`src/rtl/osl_link_arb.sv`:
```
// Channel arbiter/router sharing one osl_rxtx host port between NCH clients; TX words carry {id, payload}.
// Define OSL_ARB_FIXED_PRIO_EN for fixed lowest-index priority; default build is round-robin.
module osl_link_arb #(
    parameter int  WORDSZ = 16,
    parameter int  CHIDSZ = 2,
    parameter int  NCH    = 4,
    localparam int PAYSZ  = WORDSZ - CHIDSZ
) (
    input  logic                   clk,
    input  logic                   resetb,
    input  logic [NCH-1:0]         cl_tx_req,
    input  logic [NCH*PAYSZ-1:0]   cl_tx_data,
    output logic [NCH-1:0]         cl_tx_ack,
    output logic [NCH-1:0]         cl_rx_valid,
    output logic [NCH*PAYSZ-1:0]   cl_rx_data,
    input  logic [NCH-1:0]         cl_rx_ack,
    output logic                   link_cs,
    output logic                   link_wr,
    output logic [WORDSZ-1:0]      link_din,
    input  logic                   link_dir,
    output logic                   link_rd,
    input  logic [WORDSZ-1:0]      link_dout,
    input  logic                   link_dor
);

    typedef enum logic [1:0] {T_IDLE, T_WRITE, T_HOLD, T_WAIT} txState_t;
    typedef enum logic [1:0] {R_IDLE, R_READ, R_HOLD} rxState_t;

    txState_t          r_txState;
    rxState_t          r_rxState;
    logic              r_linkWr;
    logic              r_linkRd;
    logic [NCH-1:0]    r_txAck;
    logic [WORDSZ-1:0] r_linkDin;
    logic [NCH-1:0]    r_rxValid;
    logic [PAYSZ-1:0]  r_rxData [NCH];

    logic              w_grantValid;
    logic [CHIDSZ-1:0] w_grantId;
    logic [PAYSZ-1:0]  w_grantData;

`ifdef OSL_ARB_FIXED_PRIO_EN
    // Scan downward so the lowest requesting index is the last, winning assignment.
    always_comb begin
        w_grantValid = 1'b0;
        w_grantId    = '0;
        w_grantData  = '0;
        for (int i = NCH - 1; i >= 0; i--) begin
            if (cl_tx_req[i]) begin
                w_grantValid = 1'b1;
                w_grantId    = CHIDSZ'(i);
                w_grantData  = cl_tx_data[i*PAYSZ +: PAYSZ];
            end
        end
    end
`else
    logic [CHIDSZ-1:0] r_rrPtr;
    logic [CHIDSZ-1:0] w_scanIdx;

    // NCH == 2**CHIDSZ, so the CHIDSZ-bit add wraps modulo NCH for free.
    always_comb begin
        w_grantValid = 1'b0;
        w_grantId    = '0;
        w_grantData  = '0;
        w_scanIdx    = '0;
        for (int k = NCH - 1; k >= 0; k--) begin
            w_scanIdx = r_rrPtr + CHIDSZ'(k);
            if (cl_tx_req[w_scanIdx]) begin
                w_grantValid = 1'b1;
                w_grantId    = w_scanIdx;
                w_grantData  = cl_tx_data[w_scanIdx*PAYSZ +: PAYSZ];
            end
        end
    end
`endif

    always_ff @(posedge clk or negedge resetb) begin
        if (!resetb) begin
            r_txState <= T_IDLE;
            r_linkWr  <= 1'b0;
            r_txAck   <= '0;
            r_linkDin <= '0;
`ifndef OSL_ARB_FIXED_PRIO_EN
            r_rrPtr   <= '0;
`endif
        end else begin
            r_linkWr <= 1'b0;
            r_txAck  <= '0;
            case (r_txState)
                T_IDLE: begin
                    if (link_dir && w_grantValid) begin
                        r_linkDin <= {w_grantId, w_grantData};
                        r_linkWr  <= 1'b1;
                        r_txAck   <= NCH'(1) << w_grantId;
`ifndef OSL_ARB_FIXED_PRIO_EN
                        r_rrPtr   <= w_grantId + CHIDSZ'(1);
`endif
                        r_txState <= T_WRITE;
                    end
                end
                T_WRITE: r_txState <= T_HOLD;
                // Covers the cycle osl_rxtx needs before host_dir reflects the write.
                T_HOLD:  r_txState <= T_WAIT;
                T_WAIT:  if (link_dir) r_txState <= T_IDLE;
                default: r_txState <= T_IDLE;
            endcase
        end
    end

    logic [CHIDSZ-1:0] w_rxId;
    logic              w_rxLoad;
    logic [NCH-1:0]    w_rxLoadVec;

    assign w_rxId      = link_dout[WORDSZ-1 -: CHIDSZ];
    assign w_rxLoad    = (r_rxState == R_IDLE) && link_dor && !r_rxValid[w_rxId];
    assign w_rxLoadVec = w_rxLoad ? (NCH'(1) << w_rxId) : '0;

    // A full target register stalls the whole link; the word stays in osl_rxtx until freed.
    always_ff @(posedge clk or negedge resetb) begin
        if (!resetb) begin
            r_rxState <= R_IDLE;
            r_linkRd  <= 1'b0;
            r_rxValid <= '0;
            for (int i = 0; i < NCH; i++) r_rxData[i] <= '0;
        end else begin
            r_linkRd  <= 1'b0;
            r_rxValid <= (r_rxValid & ~cl_rx_ack) | w_rxLoadVec;
            case (r_rxState)
                R_IDLE: begin
                    if (w_rxLoad) begin
                        r_rxData[w_rxId] <= link_dout[PAYSZ-1:0];
                        r_linkRd         <= 1'b1;
                        r_rxState        <= R_READ;
                    end
                end
                R_READ:  r_rxState <= R_HOLD;
                R_HOLD:  r_rxState <= R_IDLE;
                default: r_rxState <= R_IDLE;
            endcase
        end
    end

    always_comb begin
        cl_rx_data = '0;
        for (int i = 0; i < NCH; i++) cl_rx_data[i*PAYSZ +: PAYSZ] = r_rxData[i];
    end

    assign cl_tx_ack   = r_txAck;
    assign cl_rx_valid = r_rxValid;
    assign link_wr     = r_linkWr;
    assign link_rd     = r_linkRd;
    assign link_din    = r_linkDin;
    assign link_cs     = r_linkWr | r_linkRd;

endmodule

```
`config.mk`:
```
export PLATFORM = sky130hd
export DESIGN_NAME = osl_link_arb
export DESIGN_NICKNAME = d
export VERILOG_FILES = /design/src/rtl/osl_link_arb.sv
export SDC_FILE = /design/constraint.sdc
export NUM_CORES = 1
export LEC_CHECK = 0
export ABC_CLOCK_PERIOD_IN_PS = 1800
export CAP_MARGIN = 20
export CORE_MARGIN = 10
export CORE_UTILIZATION = 40
export CTS_BUF_LIST = sky130_fd_sc_hd__clkbuf_16
export DETAILED_ROUTE_END_ITERATION = 10
export DONT_BUFFER_PORTS = 1
export PLACE_DENSITY = 0.53
export SLEW_MARGIN = 0
export SYNTH_ARGS = -nofsm -noshare
export SYNTH_HDL_FRONTEND = slang
export SYNTH_SLANG_ARGS = --single-unit
```
`constraint.sdc`:
```
create_clock -name clk -period 1.8 [get_ports clk]
set_input_delay 0.09 -clock clk [delete_from_list [all_inputs] [get_ports clk]]
set_output_delay 0.09 -clock clk [all_outputs]
set_load 0.02 [all_outputs]
```
# Word level (Yosys, flattened, before mapping)
# Cells that the tools add are included.
# totals
reg_bits	88
in_bits	84
output_inout_bits	83
wordCells	92
# classes
n_addsub	4
mul	4
magnitude_cmp	7
n_eq_ne	7
shift	6
n_mux	37
bitwise_logic	5
reduce_logical	10
# ops
operator	count
$shiftx 56x7->14	4
$mux 14	5
$bwmux 56	1
$demux 14 s2	1
$mul 2x3->5 const B	4
$lt 2x3->1 const B	5
$mux 2	7
$mux 1	13
$mux 4	3
$bmux 1 s2	5
$pmux 2 s4	1
$shl 1x2->4 const A	2
$ne 2x2->1 const B	3
$reduce_and 2->1	3
$add 2x1->2 const B	2
$add 2x2->2 const B	2
$and 4x4->4	1
$eq 2x1->1 const B	2
$eq 2x2->1 const B	2
$logic_and 1x1->1	4
$logic_not 2->1	2
$not 4->4	1
$or 4x4->4	1
$pmux 2 s2	1
5 further kinds	5

# Depth between registers and ports, before layout
# Gate-level depths: netlist of the first run.
# logic_depth
depth_word	10
ltp_mapped	8
depth_no_buf	6

# Worst setup path before layout of the first run
# No wires, ideal clock.
# synth_timing
path_kind	flip-flop to flip-flop
from	register r_rrPtr[0]
to	register r_linkDin[2], in the netlist link_din[2]
setup_time_ns	0.129
arrival_time_ns	1.627
required_ns	1.671
path_slack_ns	0.044
path_stages_with_launch	7
n_path_buf	3
synth_period_minus_slack_ns	1.756
path_cell_list	dfrtp_1 > buf_2 > buf_2 > buf_2 > mux4_2 > a221oi_1 > a21oi_2
# synth_via
elab_chain_len	9
elab_cells_between_ends	29
classes_between	add/sub (3); mul (4); shift (4); mux (16); reduce/logical (2)
# synth_rtl
item	line_no	source
start: declaration	57	logic [CHIDSZ-1:0] r_rrPtr;
start signal: assignment	96	r_rrPtr <= w_grantId + CHIDSZ'(1);
parallel branches: the longest is 9 deep, another holds $mul 2x3->5	n/a	
end signal: assignment	92	r_linkDin <= {w_grantId, w_grantData};
end: declaration	34	logic [WORDSZ-1:0] r_linkDin;
# Parallel ways; which one is timed is not known. The select of a mux whose other input is x is not followed.
# A chain may end at the register's enable or synchronous reset.

# Worst setup path in the final report of the first run
# layout_timing
from	register r_rrPtr[1]
to	register r_linkDin[4], in the netlist link_din[4]
# The elaborated chain is that of the path after synthesis.

==> results of run 1 <==
-- report_power, final --
group | leakage (nW) | switching [mW] | internal (mW)
Combinational | 1.39 | 2.14 | 2.79
Clock | 0.138 | 0.806 | 1.08
Sequential | 1.05 | 1.77 | 2.85
-- sequential cells by signal (all words and copies together), names as in the netlist --
| name | flops |
|---|---|
| cl_rx_data | 56 |
| cl_rx_valid | 4 |
| cl_tx_ack | 4 |
| link_din | 16 |
| link_rd | 1 |
| link_wr | 1 |
| r_rrPtr | 2 |
| r_rxState | 2 |
| r_txState | 2 |
-- critical path: cells and delay by family, from the launching register on --
family          cells  cell delay [ps]
flops               1              540
simple gates        1              230
mux                 2              460
buf+inv             1              170
compound gates      2              240
-- final timing paths --
kind,from,endpoint
worst max-delay path,r_rrPtr[1],link_din[4]
worst min-delay path,resetb,link_din[0]
worst max register to register,r_rrPtr[1],link_din[4]
worst min register to register,r_rxState[1],r_rxState[1]
max in group asynchronous,resetb,cl_rx_data[33]
min in group clk,cl_tx_req[3],cl_tx_ack[1]
-- routing by layer --
layer	up-vias	GRT usage, %
li1	1670	-
met1	1981	18.8
met2	170	25.8
met3	19	7.72
met4	0	5.98
met5	-	0
-- Yosys cell counts (all sizes together), types with 2 or more instances --
library cell / n / area [um^2]
ha: 3 / 37.5
nand4: 2 / 12.5
a2bb2oi: 2 / 17.5
mux2: 62 / 698
a311oi: 2 / 17.5
o211ai: 5 / 37.5
a221oi: 14 / 123
a21oi: 19 / 98.9
dfrtp: 88 / 2200
nor2: 11 / 41.3
inv: 10 / 37.5
nor2b: 6 / 37.5
nand2: 25 / 110
a32oi: 4 / 35.0
o21ai: 11 / 55.1
o221ai: 5 / 43.8
o22ai: 15 / 100
nand3: 3 / 20.0
a31oi: 2 / 12.5
nand3b: 3 / 22.5
buf: 31 / 214
a21o: 3 / 22.5
mux4: 48 / 1080
nand2b: 3 / 21.3
mux2i: 4 / 40.0
-- cell families (layout without fill, tap and decap cells) --
kind of cell             after synthesis  in the layout
XOR/XNOR                               1              1
adder cells (fa/ha/maj)                3              3
flip-flops                            88             88
buffers and inverters                 42             92
AO/OA/AOI/OAI                         86             86
multiplexers                         114            114
AND/OR/NAND/NOR                       64             64
-- timing repair --
item                                   CTS  global route
gates cloned                             0             2
setup endpoints to repair               13            35
setup buffers                            0             5
endpoints found under the hold margin  153            88
gates resized for setup                  5            24
pin swaps                                1            12
-- final cells by class --
cell class              count  area (um^2)
clock buffers               9          225
clock inverters             7         70.1
fillers                  1149         6680
inverters                  10         37.5
multi-input cells         268         2980
flip-flops and latches     88         2210
well taps                 176          220
repair buffers             66          714
-- stage by stage --
step           instance area, um^2  TNS (ps)  std cells
3_3_place_gp                  5690     -39.0        577
4_1_cts                       6250         0        617
2_1_floorplan                 5320         0        398
3_5_place_dp                  5690      -341        577
6_report                      6450         0        624
5_1_grt                       6450      -260        624
==> results.sh, run 1 <==
export IMPL_hold_class="input port to asynchronous set/reset pin"
export IMPL_synth_fa_ha_area_share_pct=0.706
export IMPL_syn_cell_area_um2=5320
export IMPL_power_leakage_nw=2.58
export IMPL_fmax_mhz=567
export IMPL_grtUsageTotal_pct=16.3
export IMPL_synthArstFlopShare_pct=100
export IMPL_yosysWarningCount=0
export IMPL_cp_end_kind="register"
export IMPL_synth_edf_count=0
export IMPL_synth_top_family_by_area="multiplexers"
export IMPL_die_area_um2=18300
export IMPL_io_pins=167
export IMPL_maxCapViolCount=0
export IMPL_grt_first_pass_wirelength_um=23300
export IMPL_wl_met3_um=1890
export IMPL_row_count=42
export IMPL_r2r_slack_ps=40
export IMPL_synth_main_ff_cell="dfrtp_1"
export IMPL_cp_max_fo=10
export IMPL_worstSkewPairLatency_ps=350
export IMPL_final_common_cell="dfrtp_1"
export IMPL_n_antenna_cell=0
export IMPL_crit_slowest_cell="dfrtp_4"
export IMPL_powerDensity_nw_per_um2=1770
export IMPL_cts_tree="built"
export IMPL_finalSetupViolations=0
export IMPL_routed_top_layer="met4"
export IMPL_dr_first_iter_drc_count=258
export IMPL_muxShareOfSynthArea_pct=34.2
export IMPL_synth_simple_area_share_pct=7.09
export IMPL_critPathLaunchType="register"
export IMPL_path_clk_slew_ps=70
export IMPL_cts_buffers=9
export IMPL_rsz0062_at_grt="true"
export IMPL_overflow=0
export IMPL_power_total_mw=11.4
export IMPL_relSlewSlack_pct=73.0
export IMPL_ir_worst_vdd_mv=0.691
export IMPL_htreeDepth=3
export IMPL_worst_slew_pin_slew_ps=405
export IMPL_ff2ff_path_depth=6
export IMPL_required_ps=2030
export IMPL_critical_path_class="register to register"
export IMPL_syn_num_nets=485
export IMPL_wl_per_cell_um=24.4
export IMPL_core_area_um2=13100
export IMPL_num_vias=3840
export IMPL_fin_crit_sh_pct=98.0
export IMPL_mostFrequentLayoutCells="dfrtp_1, mux2_2, mux4_2, buf_4"
export IMPL_drv_slew=0
export IMPL_met2_length_um=7410
export IMPL_dp_hpwl_um=10800
export IMPL_ys_seq_elements=88
export IMPL_post_route_min_period_ps=1760
export IMPL_clockRootBuffer="clkbuf_16"
export IMPL_yosysSeqAreaShare_pct=41.4
export IMPL_syn_inst=398
export IMPL_numPortBuffers=0
export IMPL_globalplace_congestion=0.791
export IMPL_first_pass_iters=4
export IMPL_start_util_pct=40.5
export IMPL_grt_pass1_vias=4000
export IMPL_violations="negative hold slack"
export IMPL_cpPeakStageDelay_ps=540
export IMPL_cts_path_max_buffers=2
export IMPL_drive_above_1_share_pct=44.2
export IMPL_ctsHoldBuffers=24
export IMPL_outcome="finished with violations"
export IMPL_synthDistinctLibCells=49
export IMPL_holdWs_ps=-564
export IMPL_grt_start_max_net_pins=89
export IMPL_clock_sinks=88
export IMPL_wl_met1_um=5700
export IMPL_setup_ws_ps=36.9
export IMPL_drcViolationCount=0
export IMPL_area_growth_pct=21.4
export IMPL_pre_cts_ws_ps=-66.8
export IMPL_synth_compound_area_share_pct=11.6
export IMPL_synth_xor_area_share_pct=0.165
export IMPL_syn_avg_cell_area_um2=13.4
export IMPL_drtAntennaViolNets=0
export IMPL_finalHoldViolCount=88
export IMPL_die_w_um=135
export IMPL_antenna_found_initial=0
export IMPL_worstPathArrival_ps=1990
export IMPL_path_cells="buf_4, mux2i_2, mux2_4, nand2b_4, o22ai_1, a21oi_1"
export IMPL_final_util_pct=49.1
export IMPL_die_y_um=135
export IMPL_clock_skew_ps=8.99
export IMPL_wl_um=15200
export IMPL_post_drt_via_cell_ratio=6.15
export IMPL_fin_nets=530
Power figures use the tool's default switching activity.
==> inputs of run 2 (changes only) <==
--- a/config.mk
+++ b/config.mk
@@ -12,7 +12,7 @@
 export CTS_BUF_LIST = sky130_fd_sc_hd__clkbuf_16
 export DETAILED_ROUTE_END_ITERATION = 10
 export DONT_BUFFER_PORTS = 1
-export PLACE_DENSITY = 0.53
+export PLACE_DENSITY = 0.55
 export SLEW_MARGIN = 0
 export SYNTH_ARGS = -nofsm -noshare
 export SYNTH_HDL_FRONTEND = slang
==> results.sh, run 2 (synthesis gave the netlist of run 1 again) <==
export IMPL_die_area_um2=18300
export IMPL_drv_slew=0
export IMPL_dp_hpwl_um=10900
export IMPL_relSlewSlack_pct=76.7
export IMPL_overflow=0
export IMPL_dr_first_iter_drc_count=273
export IMPL_drcViolationCount=0
export IMPL_worstSkewPairLatency_ps=350
export IMPL_r2r_slack_ps=30
export IMPL_violations="negative hold slack"
export IMPL_cp_max_fo=16
export IMPL_multi_input_area_um2=2940
export IMPL_cp_endpoint="link_din[8]"
export IMPL_clockRootBuffer="clkbuf_16"
export IMPL_fin_crit_sh_pct=98.1
export IMPL_cts_tree="built"
export IMPL_place_area_um2=5670
export IMPL_maxCapViolCount=0
export IMPL_post_drt_via_cell_ratio=6.12
export IMPL_cp_end_kind="register"
export IMPL_outcome="finished with violations"
export IMPL_finalHoldViolCount=88
export IMPL_row_count=42
export IMPL_antenna_found_initial=0
export IMPL_grt_pass1_vias=3933
export IMPL_cts_path_max_buffers=2
export IMPL_worstPathArrival_ps=2000
export IMPL_holdWs_ps=-572
export IMPL_r2r_end="link_din[8]"
export IMPL_drive_above_1_share_pct=43.7
export IMPL_critical_path_class="register to register"
export IMPL_num_vias=3828
export IMPL_io_pins=167
export IMPL_fmax_mhz=566
export IMPL_wl_um=15100
export IMPL_globalplace_congestion=0.845
export IMPL_ctsHoldBuffers=24
export IMPL_first_pass_iters=4
export IMPL_die_w_um=135
export IMPL_grtUsageTotal_pct=16.1
export IMPL_grt_first_pass_wirelength_um=23100
export IMPL_r2r_start="r_rrPtr[1]"
export IMPL_area_growth_pct=20.1
export IMPL_htreeDepth=3
export IMPL_clock_sinks=88
export IMPL_ir_worst_vdd_mv=0.778
export IMPL_die_y_um=135
export IMPL_hold_class="input port to asynchronous set/reset pin"
export IMPL_setup_ws_ps=33.4
export IMPL_fin_nets=531
export IMPL_final_common_cell="dfrtp_1"
export IMPL_cts_buffers=9
export IMPL_final_seq_area_um2=2210
export IMPL_stdcell_count=625
export IMPL_n_fill_cell=1136
export IMPL_ff2ff_path_depth=6
export IMPL_mostFrequentLayoutCells="dfrtp_1, mux2_2, mux4_2, buf_4"
export IMPL_n_antenna_cell=0
export IMPL_power_total_mw=11.3
export IMPL_post_route_min_period_ps=1770
export IMPL_core_area_um2=13100
export IMPL_wl_per_cell_um=24.2
export IMPL_final_area_um2=6380
export IMPL_dp_cells=579
export IMPL_path_clk_slew_ps=70
export IMPL_powerDensity_nw_per_um2=1780
export IMPL_grt_start_max_net_pins=89
export IMPL_numPortBuffers=0
export IMPL_finalSetupViolations=0
export IMPL_largest_register_ffs=56
export IMPL_required_ps=2040
export IMPL_clock_skew_ps=7.38
export IMPL_worst_slew_pin_slew_ps=350
export IMPL_startpoint="r_rrPtr[1]"
export IMPL_rsz0062_at_grt="true"
export IMPL_pre_cts_ws_ps=16.2
export IMPL_power_leakage_nw=2.56
export IMPL_critPathLaunchType="register"
export IMPL_drtAntennaViolNets=0
export IMPL_start_util_pct=40.5
-- run 2: cell types whose count changed in the layout (fill, tap and decap cells not counted), moves of 2 or more --
cell / delta
buf_12: -4
clkinv_1: -2
buf_4: +4
inv_8: +2
-- run 2: area by class of cell --
cell class	count	share of cell area [%]
clock buffers	9	3.53
clock inverters	7	1.33
inverters	10	0.588
multi-input cells	268	46.1
flip-flops and latches	88	34.6
well taps	176	3.45
repair buffers	67	10.4
-- run 2: worst min path at each step --
stage	slack, ps	end	from
after floorplan	-210	cl_rx_data[0]	resetb
after global placement	-200	cl_rx_data[0]	resetb
after detailed placement	-200	cl_rx_data[0]	resetb
after CTS	-590	link_din[3]	resetb
after global routing	-590	cl_rx_data[16]	resetb
final	-570	cl_rx_data[0]	resetb
-- run 2: metal layers --
layer	up-vias	global-route usage [%]	routed length, um
met5	-	0	0
met4	0	7.36	337
met3	23	7.60	1990
met2	175	25.4	7270
met1	1964	18.1	5510
li1	1666	-	-
-- run 2: critical path, cell delays in order, from the launching register on --
cell and delay [ps]:
dfrtp_4 520, buf_6 150, buf_12 150, buf_4 160, mux4_2 290, a221oi_2 290
a21oi_1 100
-- run 2: timing repair --
action,4_1_cts,5_1_grt
setup endpoints to repair,0,30
endpoints found under the hold margin,153,88
buffers inserted,0,5
gates resized for setup,0,23
-- run 2: metrics by stage --
stage	setup TNS, ps	hold WS (ps)	utilization, %
5_1_grt	-195	-592	48.6
2_1_floorplan	0	-206	-
6_report	0	-572	48.6
3_3_place_gp	0	-203	43.1
4_1_cts	0	-589	47.3
3_5_place_dp	0	-203	43.1
-- run 2: power by group --
| group | total [mW] | internal, mW | switching, mW |
|---|---|---|---|
| logic | 4.77 | 2.70 | 2.07 |
| clock network | 1.97 | 1.11 | 0.869 |
| registers | 4.60 | 2.85 | 1.75 |
| total | 11.3 | 6.66 | 4.69 |
==> inputs of run 3 (changes only) <==
--- a/config.mk
+++ b/config.mk
@@ -5,6 +5,7 @@
 export SDC_FILE = /design/constraint.sdc
 export NUM_CORES = 1
 export LEC_CHECK = 0
+export ABC_AREA = 1
 export ABC_CLOCK_PERIOD_IN_PS = 1800
 export CAP_MARGIN = 20
 export CORE_MARGIN = 10
==> results.sh, run 3 <==
export IMPL_outcome="finished with violations"
export IMPL_violations="negative hold slack"
export IMPL_numPortBuffers=0
export IMPL_syn_num_nets=878
export IMPL_fmax_mhz=570
export IMPL_ctsHoldBuffers=19
export IMPL_required_ps=2020
export IMPL_largest_register_ffs=56
export IMPL_globalplace_congestion=0.853
export IMPL_syn_avg_cell_area_um2=6.74
export IMPL_dr_first_iter_drc_count=357
export IMPL_cts_buffers=9
export IMPL_power_total_mw=12.0
export IMPL_syn_cell_area_um2=5340
export IMPL_comb_power_share_pct=48.1
export IMPL_overflow=0
export IMPL_worst_slew_pin_slew_ps=340
export IMPL_fin_nets=894
export IMPL_start_util_pct=40.6
export IMPL_cp_end_kind="register"
export IMPL_io_pins=167
export IMPL_place_area_um2=5520
export IMPL_worstSkewPairLatency_ps=330
export IMPL_multi_input_area_um2=2680
export IMPL_die_area_um2=18400
export IMPL_antenna_found_initial=0
export IMPL_yosysSeqAreaShare_pct=41.3
export IMPL_num_vias=5056
export IMPL_clock_sinks=88
export IMPL_pwr_share_seq_pct=37.5
export IMPL_htreeDepth=3
export IMPL_final_area_um2=6190
export IMPL_relSlewSlack_pct=77.2
export IMPL_finalSetupViolations=0
export IMPL_holdWs_ps=-552
export IMPL_sw_frac_of_total_pct=51.3
export IMPL_grtUsageTotal_pct=17.4
export IMPL_maxCapViolCount=0
export IMPL_synth_main_ff_cell="dfrtp_1"
export IMPL_grt_start_max_net_pins=89
export IMPL_clockRootBuffer="clkbuf_16"
export IMPL_final_seq_area_um2=2200
export IMPL_die_y_um=135
export IMPL_finalHoldViolCount=88
export IMPL_power_leakage_nw=3.17
export IMPL_worstPathArrival_ps=1980
export IMPL_hold_class="input port to asynchronous set/reset pin"
export IMPL_wl_um=16400
export IMPL_path_clk_slew_ps=60
export IMPL_post_drt_via_cell_ratio=5.12
export IMPL_critPathLaunchType="register"
export IMPL_synth_top_area_share_pct=41.3
export IMPL_drive_above_1_share_pct=11.9
export IMPL_clockPowerShare_pct=14.4
export IMPL_n_antenna_cell=0
export IMPL_cts_tree="built"
export IMPL_critical_path_class="register to register"
export IMPL_ys_seq_elements=88
export IMPL_grt_first_pass_wirelength_um=25900
export IMPL_synth_most_common_cell="nand2_1"
export IMPL_wl_per_cell_um=16.6
export IMPL_drcViolationCount=0
export IMPL_setup_tns_ps=0
export IMPL_yosysTopAreaCell="dfrtp_1"
export IMPL_mostFrequentLayoutCells="nand2_1, o21ai_0, dfrtp_1, inv_1, nor2_1"
export IMPL_ir_worst_vdd_mv=0.910
export IMPL_dp_hpwl_um=11900
export IMPL_area_growth_pct=16.0
export IMPL_switching_power_mw=6.16
export IMPL_p_int_mw=5.84
export IMPL_rsz0062_at_grt="true"
export IMPL_row_count=42
export IMPL_synthDistinctLibCells=26
export IMPL_synthArstFlopShare_pct=100
export IMPL_syn_inst=791
export IMPL_cp_max_fo=8
export IMPL_final_util_pct=47.1
export IMPL_powerDensity_nw_per_um2=1940
export IMPL_drtAntennaViolNets=0
export IMPL_ys_top_cells_by_count="nand2_1, o21ai_0, dfrtp_1"
export IMPL_n_fill_cell=1386
export IMPL_fin_crit_sh_pct=97.4
export IMPL_cts_path_max_buffers=2
export IMPL_drv_slew=0
export IMPL_yosysWarningCount=0
export IMPL_synth_edf_count=0
export IMPL_grt_pass1_vias=5094
export IMPL_synthTopCellsByArea="dfrtp_1, nand2_1, o21ai_0"
export IMPL_final_common_cell="nand2_1"
export IMPL_first_pass_iters=4
export IMPL_core_area_um2=13100
export IMPL_post_route_min_period_ps=1750
export IMPL_clock_skew_ps=7.15
export IMPL_die_w_um=135
==> run 3: cell families after synthesis <==
| kind of cell | synth area share, % |
|---|---|
| buf+inv | 10.2 |
| flops | 41.3 |
| fa+ha+maj | 0.704 |
| compound gates | 15.3 |
| simple gates | 32.5 |
==> run 3: repair_timing <==
action                                  CTS  global route
setup buffers                             0             5
resized for setup                         0            39
endpoints found under the hold margin   149            88
endpoints found under the setup margin    0            24
==> run 3: worst max-delay path, stage by stage, from the launching register on <==
cell     delay [ps]
dfrtp_2         420
buf_6           170
nand2_2          80
nand2_2         110
nand2_4          80
nand2_4         110
inv_4            50
nand3_4          60
nand3_4         160
buf_6           180
buf_4           130
nand2_1          50
o21ai_1          60
==> run 3: layout make-up <==
cell class              count  share of cell area, %
inverters                  74                   4.73
clock inverters             7                  0.768
well taps                 176                   3.56
clock buffers               9                   3.64
multi-input cells         583                   43.3
repair buffers             51                   8.37
flip-flops and latches     88                   35.6
==> run 3: through the flow <==
step / worst slack (ps) / std cells
after floorplan: 275 / 791
after global placement: 91.0 / 946
after detailed placement: 28.0 / 946
after CTS: 7.69 / 981
after global routing: -54.3 / 988
final: 47.1 / 988
==> run 3: final timing paths <==
kind / startpoint / to / slack [ps] / cells past startpoint
max: r_rrPtr[0] / link_din[15] / 50 / 12
min: resetb / link_din[10] / -550 / 0
max reg2reg: r_rrPtr[0] / link_din[15] / 50 / 12
min reg2reg: r_rxState[1] / r_rxState[1] / 440 / 1
max in group asynchronous: resetb / r_rrPtr[0] / 2210 / 0
min in group clk: link_dor / r_rxState[0] / 40 / 4
==> run 3: power groups by stage <==
stage / registers (mW) / clock network (mW) / logic (mW)
3_3_place_gp: 4.55 / 0 / 5.09
6_report: 4.50 / 1.73 / 5.77
2_1_floorplan: 4.20 / 0 / 4.22
5_1_grt: 4.63 / 1.86 / 6.66
4_1_cts: 4.54 / 1.78 / 5.30
3_5_place_dp: 4.56 / 0 / 5.23
==> run 3: metal layers <==
layer / track usage [%] / vias up / part of all wire [%]
li1: - / 2519 / -
met1: 20.4 / 2364 / 41
met2: 29.4 / 148 / 49
met3: 6.16 / 25 / 8.0
met4: 4.72 / 0 / 1.8
met5: 0 / - / 0
